File: src/rtl/mmio_read_ctrl.sv
// MEM-stage load sequencer: DMEM loads pass through, peripheral loads use a req/ack handshake and stall the pipeline.
// Optional abort-on-timeout of a peripheral read is built when MMIO_READ_TIMEOUT_EN is defined.
module mmio_read_ctrl #(
    parameter int PER_BASE_BIT   = 11,
    parameter int TIMEOUT_CYCLES = 64
) (
    input  logic        clk,
    input  logic        rst_n,
    input  logic        cpu_rd_en,
    input  logic [31:0] cpu_addr,
    input  logic [31:0] dmem_rdata,
    output logic [31:0] rdata,
    output logic        stall,
    output logic        per_req,
    output logic [2:0]  per_sel,
    input  logic        per_ack,
    input  logic [31:0] per_rdata,
    output logic        per_err
);

    typedef enum logic [1:0] {
        IDLE = 2'd0,
        WAIT = 2'd1,
        DONE = 2'd2
    } state_t;

    localparam int          NUM_PER = 7;
    localparam logic [11:0] PER_ADDR [0:NUM_PER-1] = '{
        12'h808, 12'h80C, 12'h814, 12'h820, 12'h824, 12'h828, 12'h834
    };

    state_t        state_reg;
    state_t        state_next;
    logic [NUM_PER-1:0] addr_match;
    logic          dec_valid;
    logic [2:0]    dec_sel;
    logic          per_hit;
    logic          ack_take;
    logic          timeout_hit;
    logic          per_req_reg;
    logic [2:0]    per_sel_reg;
    logic [31:0]   rdata_q_reg;
    logic          addr_unused;

    // Only the low 12 bits and the window bit take part in decode.
    assign addr_unused = ^cpu_addr;

    for (genvar gi = 0; gi < NUM_PER; gi++) begin : g_dec
        assign addr_match[gi] = (cpu_addr[11:0] == PER_ADDR[gi]);
    end

    always_comb begin
        dec_sel = 3'd0;
        for (int i = 0; i < NUM_PER; i++) begin
            if (addr_match[i]) dec_sel = 3'(i);
        end
    end

    assign dec_valid = cpu_addr[PER_BASE_BIT] & (|addr_match);
    assign per_hit   = cpu_rd_en & dec_valid;
    assign ack_take  = (state_reg == WAIT) & per_ack;

`ifdef MMIO_READ_TIMEOUT_EN
    localparam int CNT_W = $clog2(TIMEOUT_CYCLES) + 1;

    logic [CNT_W-1:0] tmo_cnt_reg;
    logic [CNT_W-1:0] tmo_cnt_inc;
    logic             per_err_reg;

    assign tmo_cnt_inc = tmo_cnt_reg + CNT_W'(1);
    // Ack has priority over a timeout landing in the same cycle.
    assign timeout_hit = (state_reg == WAIT) & ~per_ack & (tmo_cnt_inc == CNT_W'(TIMEOUT_CYCLES));

    always_ff @(posedge clk or negedge rst_n) begin
        if (!rst_n) begin
            tmo_cnt_reg <= '0;
            per_err_reg <= 1'b0;
        end else begin
            if (state_reg == IDLE && per_hit) begin
                tmo_cnt_reg <= '0;
            end else if (state_reg == WAIT) begin
                tmo_cnt_reg <= tmo_cnt_inc;
            end
            if (timeout_hit) begin
                per_err_reg <= 1'b1;
            end
        end
    end

    assign per_err = per_err_reg;
`else
    localparam int unused_timeout_cycles = TIMEOUT_CYCLES;

    assign timeout_hit = 1'b0;
    assign per_err     = 1'b0;
`endif

    always_ff @(posedge clk or negedge rst_n) begin
        if (!rst_n) begin
            state_reg <= IDLE;
        end else begin
            state_reg <= state_next;
        end
    end

    always_comb begin
        state_next = state_reg;
        case (state_reg)
            IDLE:    if (per_hit) state_next = WAIT;
            WAIT:    if (ack_take || timeout_hit) state_next = DONE;
            DONE:    state_next = IDLE;
            default: state_next = IDLE;
        endcase
    end

    always_comb begin
        stall = 1'b0;
        rdata = dmem_rdata;
        case (state_reg)
            IDLE:    stall = per_hit;
            WAIT:    stall = 1'b1;
            DONE:    rdata = rdata_q_reg;
            default: stall = 1'b0;
        endcase
    end

    always_ff @(posedge clk or negedge rst_n) begin
        if (!rst_n) begin
            per_req_reg <= 1'b0;
            per_sel_reg <= 3'd0;
            rdata_q_reg <= 32'd0;
        end else begin
            if (state_reg == IDLE && per_hit) begin
                per_req_reg <= 1'b1;
                per_sel_reg <= dec_sel;
            end else if (ack_take) begin
                per_req_reg <= 1'b0;
                rdata_q_reg <= per_rdata;
            end else if (timeout_hit) begin
                per_req_reg <= 1'b0;
                rdata_q_reg <= 32'hDEAD_BEEF;
            end
        end
    end

    assign per_req = per_req_reg;
    assign per_sel = per_sel_reg;

endmodule
File: config.mk
export PLATFORM = sky130hd
export DESIGN_NAME = mmio_read_ctrl
export DESIGN_NICKNAME = d
export VERILOG_FILES = /design/src/rtl/mmio_read_ctrl.sv
export SDC_FILE = /design/constraint.sdc
export NUM_CORES = 1
export LEC_CHECK = 0
export BUFFER_PORTS_ARGS = -buffer_cell sky130_fd_sc_hd__buf_2
export CORE_ASPECT_RATIO = 1.25
export CORE_MARGIN = 3
export CORE_UTILIZATION = 44
export DETAILED_ROUTE_END_ITERATION = 7
export PLACE_DENSITY = 0.84
export SYNTH_ARGS = -nofsm -noshare
export SYNTH_HDL_FRONTEND = slang
export SYNTH_SLANG_ARGS = --single-unit
export TNS_END_PERCENT = 1
File: constraint.sdc
create_clock -name clk -period 6.15 [get_ports clk]
set_input_delay 1.5375 -clock clk [delete_from_list [all_inputs] [get_ports clk]]
set_output_delay 1.5375 -clock clk [all_outputs]
set_load 0.005 [all_outputs]
After elaboration in Yosys (flattened, before gate mapping) --
Index checks and enable logic that the tools add are counted.
Storage, ports and cells: bits in latches 0, logic and storage cells 38, input bits 100, bits in read-only memories 0, memories kept 0, bits in writable memories 0, register bits after elaboration 38, output and inout port bits 38
Operators by class: multiply operators 0, reductions and logical operators 6, add/sub/neg operators 0, divide/modulo/power cells 0, muxes and demuxes 13, order comparisons 0, bitwise logic cells 4, equal/unequal tests 11, shift-type cells 0
Operators by type and width (count):
- $eq A12 B12 Y1 const B | 7
- $mux W32 | 1
- $mux W3 | 3
- $mux W2 | 4
- $reduce_or A7 Y1 | 1
- $ne A2 B2 Y1 const B | 2
- $pmux W2 S2 | 1
- $reduce_and A2 Y1 | 2
- $and A1 B1 Y1 | 3
- $mux W1 | 3
- $eq A2 B1 Y1 const B | 1
- $eq A2 B2 Y1 const B | 1
- $logic_not A2 Y1 | 1
- $pmux W1 S2 | 1
- $reduce_bool A2 Y1 | 1
- $logic_and A1 B1 Y1 | 1
- $not A1 Y1 | 1

Longest topological paths before layout --
Gate-level depths: netlist of run 1.
word-level depth 7, mapped depth 6, gate-level depth less buffers 4

Worst setup path before layout of run 1 --
Ideal clock, no wire load.
path kind input to output, start input port cpu_addr[9], end output port stall, arrival time 2.786 ns, cell stages on the path 5, path buffers 1, data required time 4.612 ns, slack 1.826 ns, cell sequence nor4b_1 nand4_1 or4_1 buf_2 a21oi_1
Between the ends: word-level cells in the longest chain between the ends 5, elaborated cells between the ends (all ways) 11, those cells by class eq/ne: 7; mux: 1; bitwise: 2; reduce/logical: 1
RTL lines:
- start, declared | RTL line 10 | input logic [31:0] cpu_addr,
- $eq A12 B12 Y1 | RTL line 49 | assign addr_match[gi] = (cpu_addr[11:0] == PER_ADDR[gi]);
- $reduce_or A7 Y1 * | RTL line 59 | assign dec_valid = cpu_addr[PER_BASE_BIT] & (|addr_match);
- $and A1 B1 Y1 * | RTL line 59
- $and A1 B1 Y1 * | RTL line 60 | assign per_hit = cpu_rd_en & dec_valid;
- $pmux W1 S2 * | RTL line 119 | case (state_reg)
- end, declared | RTL line 13 | output logic stall,
Every way passes the cells marked *; elsewhere a longest branch is shown, timed or not.

Final worst setup path of run 1 --
Ends and elaborated chain as after synthesis.

==> impl_metrics.csv, run 1 <==
group,metric,value,unit
worst_setup_path,path_class,"in2out",
sta,period_needed,4.67,ns
finish,seqCellArea,951,µm²
placed_design,gp_congestion,0.732,
finish,drive_gt1_share,43.7,%
sta,grt_setup_unrepaired,"no",
sta,fin_tns_setup,0,ns
clock_network,cts-hold-fix-buffers,0,
placed_design,place_ws,1.48,ns
die,row_count,26,
power,power.density,196,nW/µm²
worst_setup_path,required,4.61,ns
synth,syn_inst,214,
routing,drtIter0Drc,120,
worst_setup_path,path_max_fanout,5,
clock_network,cts-buffers-inserted,5,
global_routing,globalRouteTotalUtil,17.9,%
sta,slew_headroom,37.7,%
sta,hold_slack,0.474,ns
placed_design,port_buffers,116,
outcome,outcome,"completed",
clock_network,post_cts_resized,0,
synth,syn_area,1950,µm²
global_routing,grt_first_pass_wirelength,7310,µm
synth,synth_edf_count,0,
die,core_area,4160,µm²
global_routing,antenna_found_initial,0,
routing,top_layer,"met4",
sta,max_freq,214,MHz
flow_run,drv_cap,0,
worst_setup_path,cp-end-kind,"primary output",
worst_setup_path,crit_chain,"buf_2 > nor4b_1 > nand4_1 > or4_1 > a21oi_1 > buf_2",
placed_design,dpl_cell_area,2560,µm²
routing,wl_met3,357,µm
routing,routedWlPerCell,12.4,µm
finish,largest_reg_flops,32,
die,chipHeight,80.4,µm
worst_setup_path,critical_path.top_delay_family,"simple AND/OR/NAND/NOR gates",
routing,drcViolationCount,0,
synth,yosysWarnings,0,
routing,vias_per_cell,4.80,
finish,fin_util,63.6,%
synth,ys_ff_latch,38,
placed_design,dp_hpwl,3560,µm
worst_setup_path,crit_top_cell,"buf_2",
clock_network,root_buffer,"clkbuf_8",
global_routing,grt_max_degree,39,
sta,slew_violations,0,
clock_network,clk_path_buf_depth,2,
synth,yosys-top-cells-count,"nand2_1, dfrtp_1, mux2_1",
die,ios,138,
finish,antenna_cells,0,
sta,final_hold_viol_count,0,
sta,worst_slack,1.48,ns
synth,yosysTopAreaCellShare,48.8,%
sta,fin_crit_sh,76.0,%
finish,synthToLayoutAreaGrowth,35.9,%
finish,final_nets,424,
routing,dr_wl_met2,2410,µm
finish,fill_cells,386,
routing,drt_wl_total,4720,µm
routing,firstDrtPassIters,4,
power,ir_worst_vdd,125,µV
clock_network,clk_pin_slew,0.07,ns
finish,multi_input_area,941,µm²
synth,async_reset_ff_share,100,%
routing,antenna_left,0,
sta,setup_viol,0,
power,power_leakage,1.50,nW
clock_network,clock-sinks,38,
sta,tightest_slew,0.932,ns
clock_network,cts_tree,"built",
synth,syn-num-nets,314,
routing,vias,1828,
finish,final_area,2650,µm²
synth,synth_seq_area_share,48.8,%
worst_setup_path,critPathLaunchType,"input port",
clock_network,htree_levels,2,
worst_setup_path,worst-path-buf-inv,2,
global_routing,grt_pass1_vias,1692,
min_path,min_path_type,"reg2reg",
synth,yosys-top-cells-area,"dfrtp_1, nand2_1, mux2_1",
die,die_area,5270,µm²
synth,ys_types,26,
die,die_x,65.5,µm
synth,yosys.area.top_type,"dfrtp_1",
worst_setup_path,cp_data_arrival_time,3.14,ns
sta,fin_worst_skew,0.00191,ns
synth,yosys_most_used_dff,"dfrtp_1",
global_routing,grt-ovfl-total,0,
clock_network,clock_latency,0.28,ns
synth,syn_avg_cell_area,9.11,µm²
clock_network,postCtsSetupBuffers,0,
routing,wl_met1,1900,µm
synth,synth_most_common_cell,"nand2_1",
die,initial_core_util,46.8,%
worst_setup_path,critPathSlowestCell,"or4_1",
worst_setup_path,max_stage_delay,0.68,ns
[path summary, 6_finish.rpt]
kind,startpoint,to,slack [ns],depth (start not counted)
max in group asynchronous,rst_n,rdata_q_reg[26],4.30,1
min in group asynchronous,rst_n,rdata_q_reg[11],1.35,1
min reg2reg,rdata_q_reg[22],rdata_q_reg[22],0.47,2
max reg2reg,state_reg[0],per_sel[0],4.11,4
max,cpu_addr[9],stall,1.48,6
min,rdata_q_reg[22],rdata_q_reg[22],0.47,2
[report_power, final]
group	internal (W)	total, W	switching, W	leakage [nW]
logic	0.0000413	0.0000732	0.0000320	0.940
registers	0.000268	0.000278	0.00000979	0.507
clock network	0.0000903	0.000169	0.0000785	0.0482
[per-layer routing]
layer / vias up / track usage (%)
li1: 911 / -
met1: 837 / 19.3
met2: 75 / 33.2
met3: 5 / 4.76
met4: 0 / 5.60
met5: - / 0
[cells by family (layout without fill, tap and decap cells)]
kind of cell | Yosys count | in the layout | synth area share [%]
flops | 38 | 38 | 48.8
compound gates | 9 | 9 | 2.57
other cells | 1 | 1 | 0.192
mux | 35 | 35 | 20.6
buf+inv | 16 | 127 | 3.34
simple gates | 115 | 115 | 24.5
[per-stage QoR]
| stage | std cells | power (W) |
|---|---|---|
| CTS | 381 | 0.000531 |
| detailed placement | 373 | 0.000357 |
| finish | 381 | 0.000520 |
| floorplan | 214 | 0.000311 |
| global route | 381 | 0.000551 |
| global placement | 373 | 0.000353 |
[tightest hold or removal path: cells and delay by family (launching register included)]
kind | cells | cell delay (ns)
flip-flops | 1 | 0.34
AND/OR/NAND/NOR | 2 | 0.10
[cell usage in the layout, fill, tap and decap left out, drive strengths merged]
cell type / count
or4: 1
conb: 1
nand2: 99
nor4b: 1
nor3b: 2
nand4: 1
a21oi: 3
dfrtp: 38
nor4: 3
nor2b: 4
inv: 2
o31ai: 2
nand3b: 1
clkinv: 1
mux2: 35
nor2: 1
o21ai: 4
and3b: 1
buf: 117
nor3: 1
clkbuf: 7
[final cells by class]
class	count	area share, %
clock inverter	1	0.189
clock buffer	7	3.26
tap	56	2.65
inverter	2	0.283
sequential	38	35.9
multi-input combinational	160	35.5
timing repair buffer	117	22.2
Note: power is estimated with default switching activity, not from simulation.
==> inputs of run 2 (changes only) <==
--- a/config.mk
+++ b/config.mk
@@ -5,12 +5,13 @@
 export SDC_FILE = /design/constraint.sdc
 export NUM_CORES = 1
 export LEC_CHECK = 0
+export ABC_AREA = 1
 export BUFFER_PORTS_ARGS = -buffer_cell sky130_fd_sc_hd__buf_2
 export CORE_ASPECT_RATIO = 1.25
 export CORE_MARGIN = 3
-export CORE_UTILIZATION = 44
+export CORE_UTILIZATION = 42
 export DETAILED_ROUTE_END_ITERATION = 7
-export PLACE_DENSITY = 0.84
+export PLACE_DENSITY = 0.79
 export SYNTH_ARGS = -nofsm -noshare
 export SYNTH_HDL_FRONTEND = slang
 export SYNTH_SLANG_ARGS = --single-unit
==> constraint.sdc (replaced) <==
create_clock -name clk -period 4.5 [get_ports clk]
set_input_delay 1.125 -clock clk [delete_from_list [all_inputs] [get_ports clk]]
set_output_delay 1.125 -clock clk [all_outputs]
set_load 0.005 [all_outputs]
==> run 2 against run 1 <==
  * Worst setup slack lost 0.25 ns
  * Combinational power grew 45%
  * Sequential share of layout area shrank 1.8 points
  * Sequential cell count is the same
  * Clock skew grew 0.00090 ns
  * Via count grew 7.8%
  * Area after synthesis grew 7.7%
  * Critical path depth grew 5
  * Global-route usage shrank 0.79 points
  * Synthesized cell count grew 16%
  * Critical endpoint unchanged
  * Largest cell class is now multi-input combinational cells
  * Largest power group unchanged
  * Highest routed layer unchanged
==> impl_metrics.csv, run 2 <==
group,metric,value,unit
power,power_leakage,1.64,nW
sta,max_freq,306,MHz
die,initial_core_util,43.7,%
die,core_area,4800,µm²
synth,syn-num-nets,349,
worst_setup_path,cp_data_arrival_time,2.14,ns
finish,largest_reg_flops,32,
finish,final_area,2790,µm²
finish,antenna_cells,0,
worst_setup_path,critPathLaunchType,"input port",
sta,setup_viol,0,
die,chipHeight,85.1,µm
global_routing,grt_max_degree,39,
synth,yosys.area.top_type,"dfrtp_1",
die,ios,138,
global_routing,globalRouteTotalUtil,17.1,%
global_routing,grt_use_met2,31.7,%
finish,fill_cells,439,
clock_network,htree_levels,2,
power,p_comb_share,13.7,%
sta,slew_violations,0,
synth,synth_most_common_cell,"nand2_1",
clock_network,clock-sinks,38,
routing,drt_wl_total,4940,µm
die,die_x,69.2,µm
synth,async_reset_ff_share,100,%
finish,final_common_cell,"nand2_1",
power,netSwitchingFraction,23.3,%
synth,synth_edf_count,0,
sta,grt_setup_unrepaired,"no",
routing,drtIter0Drc,100,
outcome,outcome,"completed",
clock_network,cts-hold-fix-buffers,0,
routing,firstDrtPassIters,4,
worst_setup_path,rrSetupSlack,2.76,ns
worst_setup_path,path_max_fanout,4,
clock_network,post_cts_resized,0,
synth,ys_types,21,
sta,tightest_slew,0.818,ns
worst_setup_path,worstReg2RegStart,"state_reg[1]",
synth,yosys-top-cells-count,"nand2_1, dfrtp_1, mux2_2",
sta,fin_worst_skew,0.00281,ns
finish,drive_gt1_share,46.4,%
power,p_int,0.000592,W
power,power.density,276,nW/µm²
synth,yosys-top-cells-area,"dfrtp_1, nand2_1, mux2_2",
clock_network,clock_latency,0.28,ns
placed_design,dpl_cell_area,2680,µm²
finish,final_cell_mix,"nand2_1, buf_2, dfrtp_1, mux2_2, inv_1",
power,pwr-share-seq,50.2,%
synth,synth_seq_area_share,45.3,%
routing,vias,1970,
placed_design,dp_hpwl,3830,µm
finish,synthToLayoutAreaGrowth,33.0,%
placed_design,port_buffers,116,
flow_run,drv_cap,0,
synth,yosysTopAreaCellShare,45.3,%
die,row_count,28,
global_routing,grt-ovfl-total,0,
global_routing,use_met1,19.7,%
synth,syn_avg_cell_area,8.43,µm²
synth,syn_inst,249,
die,die_area,5890,µm²
routing,routedWlPerCell,11.7,µm
placed_design,gp_congestion,0.740,
clock_network,clk_pin_slew,0.07,ns
clock_network,cts_tree,"built",
synth,ys_ff_latch,38,
sta,period_needed,3.27,ns
routing,vias_per_cell,4.65,
synth,syn_area,2100,µm²
sta,fin_tns_setup,0,ns
worst_setup_path,cp-end-kind,"primary output",
routing,drcViolationCount,0,
global_routing,grt_pass1_vias,1983,
synth,yosys_most_used_dff,"dfrtp_1",
power,ir_worst_vdd,161,µV
global_routing,met3_usage,3.44,%
clock_network,clk_path_buf_depth,2,
sta,slew_headroom,45.4,%
worst_setup_path,required,3.38,ns
sta,fin_crit_sh,72.6,%
min_path,min_path_type,"reg2reg",
sta,final_hold_viol_count,0,
clock_network,root_buffer,"clkbuf_8",
worst_setup_path,crit_path_start,"cpu_addr[7]",
power,finalPower,0.000772,W
clock_network,postCtsSetupBuffers,0,
power,clkPwrFrac,36.0,%
global_routing,antenna_found_initial,0,
power,switchingPower,0.000180,W
routing,antenna_left,0,
clock_network,cts-buffers-inserted,5,
min_path,hp-start,"rdata_q_reg[26]",
finish,final_nets,463,
global_routing,grt.busiest_layer,"met2",
worst_setup_path,r2r-end,"rdata_q_reg[22]",
worst_setup_path,reg2reg_depth,5,
synth,yosysWarnings,0,
worst_setup_path,path_class,"in2out",
global_routing,grt_first_pass_wirelength,8360,µm
worst_setup_path,crit_path_end,"stall",
[run 2: cell count changes in the layout (fill, tap and decap cells not counted), moves of 3 or more]
cell | before | now
nand2_1 | 99 | 118
nor2b_1 | 3 | 0
nor2_2 | 0 | 3
nand2_2 | 0 | 3
a21oi_1 | 3 | 0
inv_1 | 1 | 14
nor2_1 | 1 | 8
mux2_1 | 19 | 0
nand3_1 | 0 | 8
mux2_2 | 14 | 31
nor4_1 | 3 | 0
[run 2: cell families after synthesis]
kind of cell           after synthesis  share of synthesized area (%)
DFF                                 38                           45.3
buffers and inverters               26                           6.61
AOI/OAI and AO/OA                    4                          0.953
and+or+nand+nor                    149                           30.3
other                                1                          0.179
muxes                               31                           16.6
[run 2: cell type report]
class | count | area (µm²) | area share [%]
multi-input combinational | 185 | 1010 | 36.2
clock buffer | 5 | 68.8 | 2.46
timing repair buffer | 117 | 588 | 21.1
tap | 60 | 75.1 | 2.69
inverter | 16 | 60.1 | 2.15
sequential | 38 | 951 | 34.1
clock inverter | 3 | 40.0 | 1.43
[run 2: worst min-delay path by stage]
stage | endpoint | slack (ns) | depth (start not counted)
5_1_grt | rdata_q_reg[9] | 0.51 | 2
3_3_place_gp | rdata_q_reg[26] | 0.45 | 2
6_report | rdata_q_reg[26] | 0.47 | 2
4_1_cts | rdata_q_reg[26] | 0.48 | 2
2_1_floorplan | rdata_q_reg[0] | 0.44 | 2
3_5_place_dp | rdata_q_reg[13] | 0.46 | 2
[run 2: power groups by stage]
stage,clock network (W),logic [W],registers (W)
2_1_floorplan,0,0.0000487,0.000388
3_3_place_gp,0,0.000104,0.000392
3_5_place_dp,0,0.000108,0.000394
4_1_cts,0.000288,0.000109,0.000388
5_1_grt,0.000300,0.000124,0.000391
6_report,0.000278,0.000106,0.000388
[run 2: per-layer routing]
metal / up-vias / wire (µm)
li1: 1004 / -
met1: 898 / 1950
met2: 64 / 2670
met3: 4 / 269
met4: 0 / 57
met5: - / 0
[run 2: through the flow]
stage	cells	util [%]	setup WS [ns]	hold slack (ns)
after CTS	424	58.2	1.22	0.477
after detailed placement	416	55.9	1.22	0.459
after floorplan	249	-	1.52	0.438
final	424	58.2	1.23	0.469
after global placement	416	55.9	1.25	0.450
after global routing	424	58.2	1.07	0.512
[run 2: critical path, stage by stage]
cell,delay [ns]
buf_2,0.10
inv_1,0.06
nand2_1,0.09
nor2_2,0.16
nand3_1,0.13
nand2_1,0.09
nor2_2,0.04
nand2_2,0.10
nand3_2,0.08
nand2_1,0.07
buf_2,0.11
==> inputs of run 3 (changes only) <==
--- a/config.mk
+++ b/config.mk
@@ -5,13 +5,13 @@
 export SDC_FILE = /design/constraint.sdc
 export NUM_CORES = 1
 export LEC_CHECK = 0
-export ABC_AREA = 1
+export ABC_AREA = 0
 export BUFFER_PORTS_ARGS = -buffer_cell sky130_fd_sc_hd__buf_2
 export CORE_ASPECT_RATIO = 1.25
 export CORE_MARGIN = 3
-export CORE_UTILIZATION = 42
+export CORE_UTILIZATION = 37
 export DETAILED_ROUTE_END_ITERATION = 7
-export PLACE_DENSITY = 0.79
+export PLACE_DENSITY = 0.75
 export SYNTH_ARGS = -nofsm -noshare
 export SYNTH_HDL_FRONTEND = slang
 export SYNTH_SLANG_ARGS = --single-unit
==> constraint.sdc (replaced) <==
create_clock -name clk -period 2.8 [get_ports clk]
set_input_delay 0.7 -clock clk [delete_from_list [all_inputs] [get_ports clk]]
set_output_delay 0.7 -clock clk [all_outputs]
set_load 0.005 [all_outputs]
==> run 3 against run 2 <==
  * Non-clock buffer count is 5 higher
  * Via count decreased by 5.8%
  * First-iteration DRC count down 52%
  * Register-to-register slack lost 2.0 ns
  * Core utilization fell by 1.9 points
  * Hold slack improved by 0.00078 ns
  * Sequential share of layout area is 0.37 points higher
  * Clock skew hardly changed
  * Critical endpoint unchanged
  * Largest power group unchanged
==> impl_metrics.csv, run 3 (synthesis results as in run 1) <==
group,metric,value,unit
worst_setup_path,critPathSlowestCell,"or4_4",
finish,final_common_cell,"buf_2",
outcome,outcome,"completed",
die,ios,138,
worst_setup_path,worst-path-buf-inv,2,
sta,period_needed,2.73,ns
worst_setup_path,cp_data_arrival_time,2.03,ns
power,ir_worst_vdd,218,µV
finish,synthToLayoutAreaGrowth,41.7,%
worst_setup_path,cp-end-kind,"primary output",
min_path,min_path_type,"reg2reg",
finish,final_area,2760,µm²
placed_design,dp_hpwl,3570,µm
worst_setup_path,critical_path.top_delay_family,"simple AND/OR/NAND/NOR gates",
finish,drive_gt1_share,46.1,%
worst_setup_path,max_stage_delay,0.57,ns
finish,final_nets,429,
sta,fin_crit_sh,97.6,%
global_routing,grt_first_pass_wirelength,7690,µm
routing,drt_wl_total,4670,µm
sta,setup_viol,0,
global_routing,grt-ovfl-total,0,
global_routing,antenna_found_initial,0,
die,die_area,6180,µm²
die,core_area,4900,µm²
routing,drcViolationCount,0,
routing,vias_per_cell,4.76,
die,chipHeight,87.2,µm
routing,vias,1856,
global_routing,grt_max_degree,39,
worst_setup_path,required,2.10,ns
worst_setup_path,crit_top_cell,"buf_2",
die,die_x,70.9,µm
placed_design,gp_congestion,0.757,
sta,fin_worst_skew,0.00277,ns
power,power_leakage,1.55,nW
worst_setup_path,crit_path_start,"cpu_addr[9]",
clock_network,htree_levels,2,
worst_setup_path,critPathLaunchType,"input port",
finish,fin_util,56.3,%
finish,final_cell_mix,"buf_2, nand2_1, dfrtp_1, mux2_1, mux2_2",
clock_network,clk_path_buf_depth,2,
sta,tightest_slew,0.801,ns
placed_design,dpl_cell_area,2590,µm²
min_path,hp-start,"rdata_q_reg[0]",
sta,hold_slack,0.470,ns
placed_design,port_buffers,116,
global_routing,globalRouteTotalUtil,15.3,%
global_routing,grt_pass1_vias,1783,
sta,slew_violations,0,
routing,firstDrtPassIters,4,
die,initial_core_util,39.7,%
clock_network,cts_tree,"built",
worst_setup_path,path_class,"in2out",
routing,routedWlPerCell,12.0,µm
routing,antenna_left,0,
sta,max_freq,366,MHz
clock_network,clock_latency,0.28,ns
die,row_count,28,
sta,slew_headroom,46.6,%
finish,antenna_cells,0,
flow_run,drv_cap,0,
clock_network,clock-sinks,38,
worst_setup_path,crit_chain,"buf_2 > nor4b_2 > nand4_1 > or4_4 > a21oi_2 > buf_2",
clock_network,clk_pin_slew,0.07,ns
routing,drtIter0Drc,48,
worst_setup_path,worstReg2RegStart,"state_reg[1]",
finish,largest_reg_flops,32,
power,power.density,482,nW/µm²
clock_network,cts-buffers-inserted,5,
worst_setup_path,path_max_fanout,2,
sta,final_hold_viol_count,0,
clock_network,root_buffer,"clkbuf_8",
## run 3: cell count changes in the layout (fill, tap and decap cells not counted), sizes merged, moves of 4 or more
cell,before,now
nand2,121,99
inv,16,2
nor2,13,1
nand3,10,0
buf,117,122
mux2,31,35
nor2b,0,4
## run 3: where the power goes
part,leakage [nW],switching [W],internal [W]
Clock,0.0714,0.000181,0.000380
Sequential,0.507,0.0000213,0.000589
Combinational,0.968,0.0000694,0.0000912
Total,1.55,0.000271,0.00106
## run 3: area by class of cell
type                       count  area [µm²]
clock buffer                   6        82.6
clock inverter                 2        60.1
inverter                       2        7.51
tap                           60        75.1
sequential                    38         951
timing repair buffer         122         626
fill                         475        2140
multi-input combinational    160         961
## run 3: worst paths after layout
path                              endpoint  slack [ns]  cells past startpoint
max                                  stall        0.07                      6
min                         rdata_q_reg[0]        0.47                      2
max reg2reg                     per_sel[1]        0.78                      5
min reg2reg                 rdata_q_reg[0]        0.47                      2
max in group asynchronous   rdata_q_reg[4]        1.79                      1
min in group asynchronous  rdata_q_reg[18]        0.50                      1
## run 3: layer usage
| layer | wire (µm) | vias up | GRT usage (%) |
|---|---|---|---|
| li1 | - | 917 | - |
| met1 | 1850 | 855 | 18.4 |
| met2 | 2380 | 78 | 27.3 |
| met3 | 389 | 6 | 3.35 |
| met4 | 51 | 0 | 4.27 |
| met5 | 0 | - | 0 |
## run 3: repair_timing
item	in CTS	in global routing
endpoints found under the hold margin	0	0
resized for setup	0	4
setup endpoints to repair	0	1
hold buffers	0	0
setup buffers	0	1
## run 3: through the flow
stage | worst slack (ns) | cells | total power, W | TNS [ns]
2_1_floorplan | 0.151 | 214 | 0.000682 | 0
3_3_place_gp | 0.0402 | 381 | 0.000776 | 0
3_5_place_dp | 0.0224 | 381 | 0.000783 | 0
4_1_cts | 0.0173 | 389 | 0.00135 | 0
5_1_grt | -0.000829 | 390 | 0.00141 | -0.000829
6_report | 0.0665 | 390 | 0.00133 | 0
## run 3: worst register-to-register path, cell delays in order, from the launching register on
cell and delay, ns:
dfrtp_1 0.45, nor4_2 0.29, nand4_1 0.14, or4_4 0.57, buf_4 0.17, mux2_4 0.29
